## config.mk

```make
export PLATFORM = sky130hd
export DESIGN_NAME = elem_ca
export DESIGN_NICKNAME = d
export VERILOG_FILES = /design/src/rtl/elem_ca.sv
export SDC_FILE = /design/constraint.sdc
export NUM_CORES = 2
export LEC_CHECK = 0
export CORE_AREA = 2 2 426 428
export CTS_CLUSTER_SIZE = 28
export DETAILED_ROUTE_END_ITERATION = 7
export DIE_AREA = 0 0 428 430
export HOLD_SLACK_MARGIN = 0.08
export PLACE_DENSITY_LB_ADDON = 0.12
export SETUP_SLACK_MARGIN = 0.1
export SYNTH_ARGS = -nofsm -noshare
export SYNTH_HDL_FRONTEND = slang
export SYNTH_SLANG_ARGS = --single-unit
```

## constraint.sdc

```tcl
create_clock -name clk -period 3.36 [get_ports clk]
set_input_delay 0.672 -clock clk [delete_from_list [all_inputs] [get_ports clk]]
set_output_delay 0.672 -clock clk [all_outputs]
set_load 0.02 [all_outputs]
```

## src/rtl/elem_ca.sv

```systemverilog
// ---------------------------------------------------------------------------
// elem_ca : one-dimensional elementary cellular automaton with run/step control
// Rev 1.0
// ---------------------------------------------------------------------------
`default_nettype none

module elem_ca #(
  parameter int WIDTH = 512,
  parameter int CNT_W = 16,
  parameter int GEN_W = 32
) (
  input  logic             clk,
  input  logic             areset_n,
  input  logic             load,
  input  logic [WIDTH-1:0] data,
  input  logic [7:0]       rule,
  input  logic             wrap,
  input  logic             start,
  input  logic [CNT_W-1:0] count,
  input  logic             step,
  output logic [WIDTH-1:0] q,
  output logic             busy,
  output logic             done,
  output logic [GEN_W-1:0] gen
);

  typedef enum logic [0:0] {
    IDLE = 1'b0,
    RUN  = 1'b1
  } state_t;

  state_t           r_state;
  state_t           w_state_nxt;
  logic [7:0]       r_rule;
  logic             r_wrap;
  logic [CNT_W-1:0] r_left;
  logic [WIDTH-1:0] r_q;
  logic [GEN_W-1:0] r_gen;
  logic             r_done;

  logic             w_accept;
  logic             w_apply;
  logic             w_done_nxt;
  logic             w_last;
  logic [7:0]       w_rule_sel;
  logic             w_wrap_sel;
  logic [WIDTH-1:0] w_lft;
  logic [WIDTH-1:0] w_rgt;
  logic [WIDTH-1:0] w_next;

  // A run uses the settings latched at start; a single step uses the live inputs.
  assign w_rule_sel = (r_state == RUN) ? r_rule : rule;
  assign w_wrap_sel = (r_state == RUN) ? r_wrap : wrap;

  assign w_lft = {(w_wrap_sel ? r_q[0] : 1'b0), r_q[WIDTH-1:1]};
  assign w_rgt = {r_q[WIDTH-2:0], (w_wrap_sel ? r_q[WIDTH-1] : 1'b0)};

  for (genvar i = 0; i < WIDTH; i++) begin : g_cell
    assign w_next[i] = w_rule_sel[{w_lft[i], r_q[i], w_rgt[i]}];
  end

  always_ff @(posedge clk or negedge areset_n) begin
    if (!areset_n) begin
      r_state <= IDLE;
    end else begin
      r_state <= w_state_nxt;
    end
  end

  always_comb begin
    w_state_nxt = r_state;
    w_accept    = 1'b0;
    w_apply     = 1'b0;
    w_done_nxt  = 1'b0;
    w_last      = (r_left == CNT_W'(1));
    if (load) begin
      w_state_nxt = IDLE;
    end else begin
      case (r_state)
        IDLE: begin
          if (start) begin
            w_accept = 1'b1;
            if (count == '0) begin
              w_done_nxt = 1'b1;
            end else begin
              w_state_nxt = RUN;
            end
          end else if (step) begin
            w_apply = 1'b1;
          end
        end
        RUN: begin
          w_apply = 1'b1;
          if (w_last) begin
            w_state_nxt = IDLE;
            w_done_nxt  = 1'b1;
          end
        end
        default: w_state_nxt = IDLE;
      endcase
    end
  end

  always_ff @(posedge clk or negedge areset_n) begin
    if (!areset_n) begin
      r_q    <= '0;
      r_gen  <= '0;
      r_done <= 1'b0;
      r_rule <= '0;
      r_wrap <= 1'b0;
      r_left <= '0;
    end else begin
      r_done <= w_done_nxt;
      if (load) begin
        r_q    <= data;
        r_gen  <= '0;
        r_left <= '0;
      end else begin
        if (w_accept) begin
          r_rule <= rule;
          r_wrap <= wrap;
          r_left <= count;
        end else if (r_state == RUN) begin
          r_left <= r_left - CNT_W'(1);
        end
        if (w_apply) begin
          r_q   <= w_next;
          r_gen <= r_gen + GEN_W'(1);
        end
      end
    end
  end

  assign q    = r_q;
  assign busy = (r_state == RUN);
  assign done = r_done;
  assign gen  = r_gen;

endmodule

`default_nettype wire

```

==> flow_summary_export.csv <==
group,metric,value,unit
sta,tns,0,ns
grt,grt_pass1_wl,470.9,mm
worst_setup_path,cp_max_fo,13,
worst_setup_path,cp-end-kind,"output pin",
floorplan,die_width,428,µm
synth,async_reset_ff_share,100.0,%
layout,final_cell_area,85820,µm²
clock_tree,clockBufferDepth,3,
worst_setup_path,path_class,"reg -> out",
synth,ys.warnings.count,0,
clock_tree,root_buffer,"clkbuf_16",
clock_tree,clkSinkCount,571,
detailed_routing,wl,320.4,mm
sta,finalCritPeriodShare,92.75,%
worst_setup_path,required,2.69,ns
power,p_leak,31.88,nW
sta,rsz0062_at_grt,"yes",
detailed_routing,ant_nets,0,
detailed_routing,drt-initial-drc-count,8469,
run_status,status,"complete, no violations",
sta,fin_skew,0.02718,ns
detailed_routing,drt_pass1_iterations,8,
layout,drive_above_1_share,20.31,%
synth,synth_seq_cells,571,
synth,ys.flop_type,"dfrtp_1",
sta,fmax,320.9,MHz
worst_setup_path,path_cells,"clkdlybuf4s50_1",
place,hpwlAfterDp,202.8,mm
worst_setup_path,start_kind,"register",
grt,grt-ovfl-total,0,
hold_path,hp-class,"in -> reg",
flow_run,drv_cap,0,
clock_tree,clk_latency,0.73,ns
sta,fin_crit,3.116,ns
detailed_routing,route.detailed.drc,0,
sta,worstMarginPinSlew,1.425,ns
grt,grt_pass1_vias,64796,
worst_setup_path,crit_buf_inv,1,
clock_tree,cts.reportedPaths.clkPinSlew,0.05,ns
power,ir_drop,0.3887,mV
clock_tree,cts_buffers,86,
place,placedCellCount,9742,
power,power_density,491.4,nW/µm²
detailed_routing,vias,69857,
synth,syn_area_per_cell,9.558,µm²
synth,syn-num-nets,8023,
layout,area_growth,20.08,%
synth,netlist_instances,7478,
grt,antenna_found_initial,41,
detailed_routing,wire_per_inst,32.30,µm
grt,grt_usage,33.62,%
place,gp_congestion,0.8846,
floorplan,rows,156,
floorplan,start_util,39.76,%
clock_tree,cts_tree,"built",
layout,fin_cells,9921,
worst_setup_path,crit_path_max_incr_delay,0.98,ns
sta,slew_viol_final,0,
sta,max_slew_margin,4.977,%
worst_setup_path,critical-path-top-delay-family,"buffers and inverters",
layout,num-nets-final,8006,
synth,synth_cell_types,75,
place,placed_cell_area,83020,µm²
floorplan,die_h,430,µm
place,io_buffers,1087,
sta,finalSetupViolations,0,
detailed_routing,viasPerCell,7.041,
floorplan,io-pin-count,1088,
clock_tree,h-tree-depth,3,
worst_setup_path,worstPathArrival,2.44,ns
grt,grt_max_degree,180,
synth,synthesis.area,71470,µm²
floorplan,die_area,184000,µm²
synth,ys_seq_area_share,19.99,%
floorplan,fp.coreArea,179800,µm²
synth,synth_edf_count,0,
sta,finalHoldViolCount,0,
worst_setup_path,crit_slowest_cell,"clkdlybuf4s50_1",
[metal layers]
metal | track usage (%) | wire length [µm] | up-vias
met2 | 50.80 | 146900 | 4170
met5 | 0 | 26 | -
met4 | 22.09 | 22110 | 4
met3 | 5.971 | 27330 | 644
met1 | 44.43 | 124100 | 35766
li1 | - | - | 29273
[synth_stat cells (all sizes together), types with 19 or more instances]
cell type / count / area (µm²)
nand2: 599 / 2251
a21oi: 449 / 2251
o211ai: 233 / 1749
xor2: 31 / 271.5
inv: 178 / 668.1
mux2i: 187 / 1884
o21ai: 647 / 3238
a2bb2oi: 76 / 665.6
a32oi: 147 / 1287
clkbuf: 1067 / 4006
buf: 412 / 2148
nor3: 36 / 180.2
dfrtp: 571 / 14290
a211oi: 25 / 187.7
a311oi: 147 / 1287
a2111o: 142 / 1599
a21o: 282 / 2117
a31oi: 22 / 137.6
o211a: 169 / 1692
mux4: 1046 / 23560
nor3b: 27 / 202.7
nand4: 23 / 143.9
nand3: 98 / 490.5
nor2: 464 / 1744
a2111oi: 171 / 1498
o22ai: 19 / 118.9
mux2: 35 / 409.1
[path summary, 6_finish.rpt]
check / startpoint / to / slack (ns) / cells past startpoint
hold reg to reg: r_wrap$_DFFE_PN0P_ / r_wrap$_DFFE_PN0P_ / 0.51 / 1
hold / removal: rule[6] / r_rule[6]$_DFFE_PN0P_ / 0.37 / 2
setup / recovery: q[166]$_DFFE_PN0P_ / q[166] / 0.24 / 1
min in group asynchronous: areset_n / q[405]$_DFFE_PN0P_ / 0.49 / 2
max in group asynchronous: areset_n / q[386]$_DFFE_PN0P_ / 1.82 / 4
setup reg to reg: busy$_DFF_PN0_ / q[482]$_DFFE_PN0P_ / 0.32 / 8
[cell usage in the layout, fill, tap and decap left out, drive strengths merged, types with 19 or more instances in the layout]
cell type,Yosys,final
xor2,31,31
dfrtp,571,571
nor2,464,464
mux4,1046,1046
a31oi,22,22
a211oi,25,25
o211ai,233,233
o211a,169,169
buf,412,296
nand2,599,599
inv,178,181
a32oi,147,147
a2111o,142,142
nor3b,27,27
diode,0,32
a2bb2oi,76,76
nor3,36,36
nand3,98,98
o22ai,19,19
a2111oi,171,171
o21ai,647,647
nand4,23,23
mux2i,187,187
a21o,282,282
a21oi,449,449
clkdlybuf4s50,0,1077
a311oi,147,147
clkbuf,1067,129
mux2,35,35
[registers in the layout, indices dropped and copies added (netlist names)]
| register | count |
|---|---|
| gen | 32 |
| q | 512 |
| r_wrap | 1 |
| r_left | 16 |
| done | 1 |
| r_rule | 8 |
| busy | 1 |
[kinds of logic (layout without fill, tap and decap cells)]
logic type | Yosys count | in the layout | synth area share, %
AO/OA/AOI/OAI | 2610 | 2610 | 25.94
buffers and inverters | 1657 | 1698 | 9.546
AND/OR/NAND/NOR | 1329 | 1329 | 7.813
multiplexers | 1268 | 1268 | 36.17
flip-flops | 571 | 571 | 19.99
XOR/XNOR | 40 | 40 | 0.4902
adder cells (fa/ha/maj) | 3 | 3 | 0.05252
other | 0 | 32 | 0
[where the power goes]
part	switching [W]	internal (W)	total [W]
clock	0.00391	0.00535	0.00926
sequential	0.00402	0.00789	0.0119
combinational	0.0105	0.0105	0.0210
total	0.0185	0.0237	0.0422
[repair_timing]
action	CTS	global route
hold endpoints to repair	27	0
setup endpoints to repair	1	3
gates resized for setup	0	1
hold buffers	1	0
buffers inserted	1	0
[stage by stage]
stage	hold slack [ns]	utilization (%)	total power (W)	setup WS, ns
5_1_grt	0.3269	47.74	0.04414	0.08877
6_report	0.3657	47.74	0.04217	0.2438
3_3_place_gp	0.4864	46.18	0.03239	0.2213
3_5_place_dp	0.4926	46.18	0.03274	0.2681
4_1_cts	0.2863	47.69	0.04214	0.1648
2_1_floorplan	0.3764	-	0.02484	0.9632
[final cells by class]
| cell class | count | area, µm² |
|---|---|---|
| clock inverter | 17 | 186.4 |
| timing repair buffer | 1374 | 14520 |
| clock buffer | 129 | 2516 |
| tap | 2370 | 2965 |
| fill | 16523 | 93940 |
| inverter | 178 | 673.1 |
| antenna | 32 | 80.08 |
| multi-input combinational | 5250 | 50560 |
| sequential | 571 | 14320 |
No activity file was read; power rests on OpenSTA's default activity.
